### config.mk
export PLATFORM = sky130hd
export DESIGN_NAME = cgra_clk_gate_ctrl
export DESIGN_NICKNAME = d
export VERILOG_FILES = /design/src/rtl/cgra_clk_gate_ctrl.sv
export SDC_FILE = /design/constraint.sdc
export NUM_CORES = 1
export LEC_CHECK = 0
export ABC_CLOCK_PERIOD_IN_PS = 1500
export CAP_MARGIN = 0
export CORE_MARGIN = 2
export CORE_UTILIZATION = 30
export CTS_BUF_LIST = sky130_fd_sc_hd__clkbuf_4 sky130_fd_sc_hd__clkbuf_8
export CTS_CLUSTER_SIZE = 8
export DETAILED_ROUTE_END_ITERATION = 7
export PLACE_DENSITY = 0.66
export SLEW_MARGIN = 25
export SYNTH_ARGS = -nofsm -noshare
export SYNTH_HDL_FRONTEND = slang
export SYNTH_SLANG_ARGS = --single-unit
### constraint.sdc
create_clock -name clk_i -period 1.5 [get_ports clk_i]
set_input_delay 0.45 -clock clk_i [delete_from_list [all_inputs] [get_ports clk_i]]
set_output_delay 0.45 -clock clk_i [all_outputs]
set_load 0.05 [all_outputs]
### src/rtl/cgra_clk_gate_ctrl.sv
// cgra_clk_gate_ctrl
// Idle-driven clock gating controller for the CGRA. Watches kernel activity,
// drops the registered clock enable after a run of idle cycles, and brings the
// clock back (with a fixed warm-up) when a request or software override shows
// up. Kernel-start requests are only passed through while the clock is fully
// running.
//
// Optional build macro: CGRA_CLK_GATE_STATS_EN
//   defined   -> gated_cycles_o counts cycles spent gated (saturating)
//   undefined -> gated_cycles_o is tied to zero, no counter flops
//
// state | meaning
// ------+-----------------------------------------------------------
// RUN   | clock enabled, requests forwarded, idle run being counted
// OFF   | clock gated, waiting for a request or force_on_i
// WAKE  | clock enabled again, settling for WAKE_CYCLES cycles

module cgra_clk_gate_ctrl #(
    parameter int IDLE_CYCLES = 16,
    parameter int WAKE_CYCLES = 2
) (
    input  logic        clk_i,
    input  logic        rst_i,
    input  logic        busy_i,
    input  logic        force_on_i,
    input  logic        req_valid_i,
    output logic        req_ready_o,
    output logic        req_valid_o,
    input  logic        req_ready_i,
    output logic        clk_en_o,
    output logic        gated_o,
    output logic [31:0] gated_cycles_o
);

    localparam logic [1:0] S_RUN  = 2'd0;
    localparam logic [1:0] S_OFF  = 2'd1;
    localparam logic [1:0] S_WAKE = 2'd2;

    localparam logic [7:0] IDLE_TC = 8'(IDLE_CYCLES - 1);
    localparam logic [7:0] WAKE_TC = 8'(WAKE_CYCLES - 1);

    logic [1:0] r_state;
    logic [1:0] w_state_nxt;
    logic [7:0] r_cnt;
    logic [7:0] w_cnt_nxt;
    logic       r_clk_en;
    logic       r_gated;
    logic       w_idle;
    logic       w_run;

    assign w_idle = ~busy_i & ~req_valid_i & ~force_on_i;
    assign w_run  = (r_state == S_RUN);

    // Next-state and shared idle/wake counter; the terminal count always
    // leaves the state, so the 8-bit counter never wraps.
    always_comb begin
        w_state_nxt = r_state;
        w_cnt_nxt   = r_cnt;
        case (r_state)
            S_RUN: begin
                if (!w_idle) begin
                    w_cnt_nxt = 8'd0;
                end else if (r_cnt == IDLE_TC) begin
                    w_state_nxt = S_OFF;
                    w_cnt_nxt   = 8'd0;
                end else begin
                    w_cnt_nxt = r_cnt + 8'd1;
                end
            end
            S_OFF: begin
                w_cnt_nxt = 8'd0;
                if (req_valid_i || force_on_i) begin
                    w_state_nxt = S_WAKE;
                end
            end
            S_WAKE: begin
                if (r_cnt == WAKE_TC) begin
                    w_state_nxt = S_RUN;
                    w_cnt_nxt   = 8'd0;
                end else begin
                    w_cnt_nxt = r_cnt + 8'd1;
                end
            end
            default: begin
                w_state_nxt = S_RUN;
                w_cnt_nxt   = 8'd0;
            end
        endcase
    end

    // State, counter and the registered enable/status outputs; the enable
    // comes up in reset so the gated domain sees its reset.
    always_ff @(posedge clk_i) begin
        if (rst_i) begin
            r_state  <= S_RUN;
            r_cnt    <= 8'd0;
            r_clk_en <= 1'b1;
            r_gated  <= 1'b0;
        end else begin
            r_state  <= w_state_nxt;
            r_cnt    <= w_cnt_nxt;
            r_clk_en <= (w_state_nxt != S_OFF);
            r_gated  <= (w_state_nxt == S_OFF);
        end
    end

    assign clk_en_o    = r_clk_en;
    assign gated_o     = r_gated;
    assign req_valid_o = req_valid_i & w_run;
    assign req_ready_o = req_ready_i & w_run;

`ifdef CGRA_CLK_GATE_STATS_EN
    logic [31:0] r_gated_cycles;

    // Saturating count of cycles spent in OFF; only reset clears it.
    always_ff @(posedge clk_i) begin
        if (rst_i) begin
            r_gated_cycles <= 32'd0;
        end else if ((r_state == S_OFF) && (r_gated_cycles != 32'hFFFF_FFFF)) begin
            r_gated_cycles <= r_gated_cycles + 32'd1;
        end
    end

    assign gated_cycles_o = r_gated_cycles;
`else
    assign gated_cycles_o = 32'd0;
`endif

endmodule

# Word-level counts from Yosys, hierarchy flattened
# Index checks and enable logic that the tools add are counted.
dict set report totals {
  ff_bits 12
  inputBits 6
  out_inout_bits 36
  word_cells 29
}
dict set report op_classes {
  addsub 1
  n_eq_ne 6
  mux 9
  bitwise 7
  n_reduce_logical 2
}
# op count
set ops {}
lappend ops {{$mux W8} 3}
lappend ops {{$pmux W8 S2} 1}
lappend ops {{$add A8 B1 Y8 const B} 1}
lappend ops {{$eq A8 B1 Y1 const B} 1}
lappend ops {{$eq A8 B4 Y1 const B} 1}
lappend ops {{$mux W2} 4}
lappend ops {{$pmux W2 S3} 1}
lappend ops {{$and A1 B1 Y1} 4}
lappend ops {{$eq A2 B1 Y1 const B} 2}
lappend ops {{$not A1 Y1} 3}
lappend ops {{$eq A2 B2 Y1 const B} 1}
lappend ops {{$logic_not A2 Y1} 1}
lappend ops {{$ne A2 B1 Y1 const B} 1}
lappend ops {{$logic_or A1 B1 Y1} 1}

# Depth between registers and ports, before layout
# Gate-level depths: netlist of run 1.
dict set report depth {
  depth_word 6
  depth_mapped 5
}

# Least setup slack after synthesis of run 1
# Ideal clock, no wire load.
dict set report synth_timing {
  kind {flip-flop to flip-flop}
  start {reg r_cnt[0]}
  end {reg r_cnt[5]}
  setup_time_ns 0.144
  t_arrival_ns 1.299
  t_required_ns 1.356
  setup_slack_ns 0.057
  stages_incl_launch_ff 5
  path_buffers 0
  synth_period_minus_slack_ns 1.443
  cell_sequence {dfxtp_1 -> ha_1 -> or3b_1 -> a32oi_2 -> a221oi_1}
}
dict set report synth_via {
  elab_chain_len 4
}
# item line_no
set synth_rtl {}
lappend synth_rtl {{start, declared} 44} ;# logic [7:0] r_cnt;
lappend synth_rtl {{start signal, assigned} 101} ;# r_cnt <= w_cnt_nxt;
lappend synth_rtl {{$add A8 B1 Y8 / $eq A8 B4 Y1 (equally long branches)} {67, 81, 63}}
lappend synth_rtl {{$mux W8} 63} ;# end else if (r_cnt == IDLE_TC) begin
lappend synth_rtl {{$mux W8} 61} ;# if (!w_idle) begin
lappend synth_rtl {{$pmux W8 S2 (*)} 59} ;# case (r_state)
# Mark *: on every way between the ends. The rest lies on a longest branch, timed or not.
# A chain may end at the register's enable or synchronous reset.

# Worst setup path in the final report of run 1
dict set report layout_timing {
  start {reg r_state[0]}
  end {out req_valid_o}
}
dict set report layout_via {
  elab_chain_len 2
}
# item line_no
set layout_rtl {}
lappend layout_rtl {{start, declared} 42} ;# logic [1:0] r_state;
lappend layout_rtl {{start signal, assigned} 100} ;# r_state <= w_state_nxt;
lappend layout_rtl {{$logic_not A2 Y1} 52} ;# assign w_run = (r_state == S_RUN);
lappend layout_rtl {{$and A1 B1 Y1} 109} ;# assign req_valid_o = req_valid_i & w_run;
lappend layout_rtl {{end, declared} 28} ;# output logic req_valid_o,
# Every way passes these cells.

==> impl_metrics.ini, run 1 <==
[status]
status = finished with violations
violations = setup timing

[power]
powerDensity_mw_per_mm2 = 729.6
ir_drop_mv = 0.3850
p_leak_nw = 0.4684

[detailed_routing]
drtAntennaViolNets = 0
viasPerCell = 4.480
first_iter_violations = 9
vias = 663
drc = 0
dr.pass1.iters = 4
wl_per_cell_um = 11.37
drt_wl_total_um = 1683

[critical_path]
worstPathArrival_ns = 1.06
start_kind = flop
critPathRequiredTime_ns = 1.05
crit_path_end_kind = output pin
ff2ff_setup_slack_ns = 0.03
slowest_delay_ns = 0.37
worstPathBufferInverterCount = 1
startpoint = r_state[0]
cp.depth = 3
r2r_end = r_cnt[0]
timing.rr.start = r_cnt[1]
crit_fanout = 5
r2r_cells = 6
endpoint = req_valid_o
cpMaxStageDelayCell = dfxtp_4
crit_family = flip-flops
crit_chain = nor2_4 -> and2_4 -> buf_12
critPathKind = flop to output pin

[yosys]
yosysWarnings = 0
avgSynthCellArea_um2 = 8.992
synth_commonest_cells = buf_4 (32), dfxtp_1 (12), a211oi_1 (5), nand2_1 (4), o21ai_0 (4)
synth_top_area_frac = 0.2936
ys_ff_latch = 12
synthFlopType = dfxtp_1
synth-seq-area-share = 0.2936
yosysTopAreaCell = dfxtp_1
synth-async-reset-ratio = 0
synthCells = 91
ys_types = 31
yosysMostFrequentCell = buf_4
synth_edf_count = 0
synth.area.top_cells = dfxtp_1 (29%), buf_4 (29%), a211oi_1 (4.6%)
syn_area_um2 = 818.3

[sta]
fin_tns_setup_ns = -0.02289
final.period_utilization = 1.008
fin_ws_ns = -0.01225
finalSetupViolCount = 2
rsz0062_at_grt = yes
layout_min_cycle_time_ns = 1.512
hold_viol = 0
finalMaxSlewViolations = 0
finClkSkew_ns = 0.001158
fmax_ghz = 0.6613

[cells_and_area]
nFillCells = 244
design_area_mm2 = 0.001147
fin_nets = 127
syn_to_final_growth_pct = 40.21
seqCellArea_um2 = 254.0
multi_input_area_um2 = 546.8
num_antenna_cells = 0
post-route-util = 0.4549
layout-drive-gt1-share = 0.4237

[floorplanning]
row_count = 18
die_width_um = 56.23
initial_core_util = 0.3244
dieArea_mm2 = 0.003161
fp.dieH_um = 56.23
design.core.area_mm2 = 0.002522
io_pins = 42

[global_routing]
grt-ovfl-total = 0
grt_pass1_wl_um = 2539
grt_pass1_vias = 561
grt_max_degree = 10
antenna_found_initial = 0
grtUsageTotal = 0.1014

[place]
port_buffers = 9
hpwl_um = 1070
routabilityCongestion = 0.7240
placed_area_um2 = 933.4

[min_path]
hp-class = flop to flop

[clocking]
hold_buffers = 0
cts_buffer_depth = 2
cts_tree = built
clk_pin_slew_worst_paths_ns = 0.08
insertion_delay_ns = 0.28
cts_sinks = 12
numCtsBuffers = 3
htreeDepth = 1
cts_root_buffer = clkbuf_4

[flow_run]
maxCapViolCount = 0
metal layers:
metal	up-vias	part of all wire	track usage
met5	-	0	0
met4	0	0.016	0.04082
met3	3	0.083	0.04419
met2	32	0.53	0.1647
met1	314	0.37	0.1161
li1	314	-	-
kinds of logic after synthesis:
family,share of synthesized area
buffers and inverters,0.3073
and+or+nand+nor,0.1529
AOI/OAI and AO/OA,0.1789
DFF,0.2936
xor gates and xnor gates,0.03212
adders and majority gates,0.03058
other,0.004583
final cells by class:
class | instances | area share
repair buffers | 25 | 0.2312
clock buffers | 4 | 0.03162
multi-input cells | 75 | 0.4766
well taps | 30 | 0.03272
inverters | 2 | 0.006543
flip-flops and latches | 12 | 0.2214
worst min-delay path by stage:
| stage | start | endpoint | cells after the start |
|---|---|---|---|
| 3_5_place_dp | r_cnt[7] | r_cnt[7] | 2 |
| 3_3_place_gp | r_cnt[7] | r_cnt[7] | 2 |
| 5_1_grt | r_state[0] | clk_en_o | 1 |
| 2_1_floorplan | r_cnt[7] | r_cnt[7] | 2 |
| 4_1_cts | r_cnt[7] | r_cnt[7] | 2 |
| 6_report | r_state[0] | clk_en_o | 1 |
where the power goes:
group / total [W] / internal [W] / switching, W
Clock: 0.000265 / 0.000148 / 0.000117
Combinational: 0.000257 / 0.0000455 / 0.000212
Sequential: 0.000315 / 0.000314 / 0.00000109
Total: 0.000837 / 0.000507 / 0.000330
registers in the layout, summed over array words and instances, names as in the netlist:
name and cells:
clk_en_o 1, gated_o 1, r_cnt 8, r_state 2
stage by stage:
stage / setup WS, ns / power, W / hold slack, ns / std cells
6_report: -0.01225 / 0.0008371 / 0.5100 / 148
3_5_place_dp: -0.3578 / 0.0005670 / 0.5135 / 138
5_1_grt: -0.05601 / 0.0008667 / 0.5307 / 148
3_3_place_gp: -0.3017 / 0.0005664 / 0.4864 / 138
4_1_cts: 0.003676 / 0.0008328 / 0.5237 / 144
2_1_floorplan: 0.05713 / 0.0005901 / 0.4688 / 122
placed cells by master, fill, tap and decap left out, types with 2 or more instances in the layout:
cell type and instances:
dfxtp_4 3, dlygate4sd2_1 2, dfxtp_2 2, o21a_1 2, clkbuf_4 3, dlymetal6s2s_1 2
buf_4 15, or4_4 2, buf_12 5, a221oi_2 3, or3_1 2, xor2_1 2
conb_1 32, nand3_4 2, a211oi_2 3, and2_4 2, o21ai_0 3, nor3_2 2
dfxtp_1 7, a211oi_1 2, nand2_1 4
repair_timing:
action / in CTS / in global routing
pin swaps: 2 / 4
buffers inserted: 2 / 4
cloned: 0 / 0
endpoints found under the setup margin: 9 / 11
gates resized for setup: 13 / 20
(Power assumes the default switching activity.)
==> run 2, diff against run 1 <==
--- a/config.mk
+++ b/config.mk
@@ -13,6 +13,7 @@
 export CTS_CLUSTER_SIZE = 8
 export DETAILED_ROUTE_END_ITERATION = 7
 export PLACE_DENSITY = 0.66
+export SKIP_LAST_GASP = 1
 export SLEW_MARGIN = 25
 export SYNTH_ARGS = -nofsm -noshare
 export SYNTH_HDL_FRONTEND = slang
==> run 2 against run 1 <==
Compared with the run above: the flow still finishes with violations (setup timing); critical path type unchanged; routed wire length fell by 1.4%; cell area is 0.65% lower; largest power group unchanged; sequential power is essentially flat; largest cell class unchanged.
==> impl_metrics.ini, run 2 (synthesis gave the netlist of run 1 again) <==
[floorplanning]
io_pins = 42
design.core.area_mm2 = 0.002522
dieArea_mm2 = 0.003161
row_count = 18
die_width_um = 56.23
fp.dieH_um = 56.23
initial_core_util = 0.3244

[sta]
final.period_utilization = 1.009
hold_viol = 0
finClkSkew_ns = 0.0005514
rsz0062_at_grt = yes
finalMaxSlewViolations = 0
finalSetupViolCount = 2
layout_min_cycle_time_ns = 1.513
fmax_ghz = 0.6610
fin_ws_ns = -0.01286

[clocking]
cts_buffer_depth = 2
hold_buffers = 0
htreeDepth = 1
clk_pin_slew_worst_paths_ns = 0.08
numCtsBuffers = 3
insertion_delay_ns = 0.28
cts_sinks = 12
cts_tree = built
cts_root_buffer = clkbuf_4

[detailed_routing]
wl_per_cell_um = 11.21
drc = 0
drt_wl_total_um = 1659
vias = 666
viasPerCell = 4.500
dr.pass1.iters = 6
drtAntennaViolNets = 0
first_iter_violations = 11

[cells_and_area]
layout.cells.non_filler = 148
fin_nets = 127
largest_register_ffs = 8
num_antenna_cells = 0
max_flop_register = r_cnt
final_cell_mix = conb_1 (32), buf_4 (15), dfxtp_1 (7)
seqCellArea_um2 = 254.0
syn_to_final_growth_pct = 39.30
multi_input_area_um2 = 539.3
layout-drive-gt1-share = 0.4237
nFillCells = 242
top_regs = r_cnt x8, r_state x2
design_area_mm2 = 0.001140
layout_commonest_cell = conb_1
post-route-util = 0.4519

[place]
pre_cts_ws_ns = -0.3578
placed_area_um2 = 933.4
placed_cells = 138
hpwl_um = 1070
port_buffers = 9
routabilityCongestion = 0.7240

[power]
ir_drop_mv = 0.3827
power_w = 0.0008380
powerDensity_mw_per_mm2 = 735.2
p_leak_nw = 0.4683

[critical_path]
crit_chain = nor2_4 -> and2_4 -> buf_12
cpMaxStageDelayCell = dfxtp_4
critPathKind = flop to output pin
critPathRequiredTime_ns = 1.05
start_kind = flop
crit_fanout = 5
worstPathArrival_ns = 1.06
slowest_delay_ns = 0.37
crit_path_end_kind = output pin

[status]
violations = setup timing
status = finished with violations

[global_routing]
antenna_found_initial = 0
grt_pass1_wl_um = 2539
grt_pass1_vias = 561
grt-ovfl-total = 0
grtUsageTotal = 0.1014
grt_max_degree = 10

[min_path]
hp-class = flop to flop

[flow_run]
maxCapViolCount = 0
[run 2: changes by cell type in the layout (fill, tap and decap cells not counted)]
cell and change:
nand3_4 -1, nand3_2 +1
[run 2: through the flow]
stage | hold slack [ns] | setup TNS (ns)
2_1_floorplan | 0.4688 | 0
3_3_place_gp | 0.4864 | -2.944
3_5_place_dp | 0.5135 | -3.275
4_1_cts | 0.5237 | 0
5_1_grt | 0.5307 | -0.1510
6_report | 0.5101 | -0.02411
[run 2: repair_timing]
| action | in CTS | in global routing |
|---|---|---|
| setup endpoints to repair | 9 | 11 |
| pin swaps | 2 | 4 |
| hold endpoints to repair | 0 | 0 |
| resized for setup | 13 | 19 |
| setup buffers | 2 | 4 |
[run 2: power by group]
part           switching, W  internal [W]
logic              0.000212     0.0000455
clock network      0.000118      0.000148
registers        0.00000113      0.000314
[run 2: cell type report]
type / count / area share
multi-input combinational: 75 / 0.4731
tap: 30 / 0.03293
inverter: 2 / 0.006586
timing repair buffer: 25 / 0.2327
clock buffer: 4 / 0.03183
sequential: 12 / 0.2228
[run 2: critical path, delay by kind of cell (launching register included)]
family                 cells  cell delay (ns)
DFF                        1             0.37
buffers and inverters      1             0.13
and+or+nand+nor            2             0.29
[run 2: worst paths after layout]
check | start | to | slack (ns) | cells past startpoint
setup / recovery | r_state[0] | req_valid_o | -0.01 | 3
hold / removal | r_state[0] | clk_en_o | 0.51 | 1
setup reg to reg | r_cnt[1] | r_cnt[0] | 0.04 | 6
hold reg to reg | r_state[0] | clk_en_o | 0.51 | 1
[run 2: per-layer routing]
layer	up-vias	global-route usage	wire, um	share of wire
met4	0	0.04082	27	0.016
met3	3	0.04419	151	0.091
met5	-	0	0	0
met1	311	0.1161	629	0.38
met2	36	0.1647	851	0.51
li1	316	-	-	-
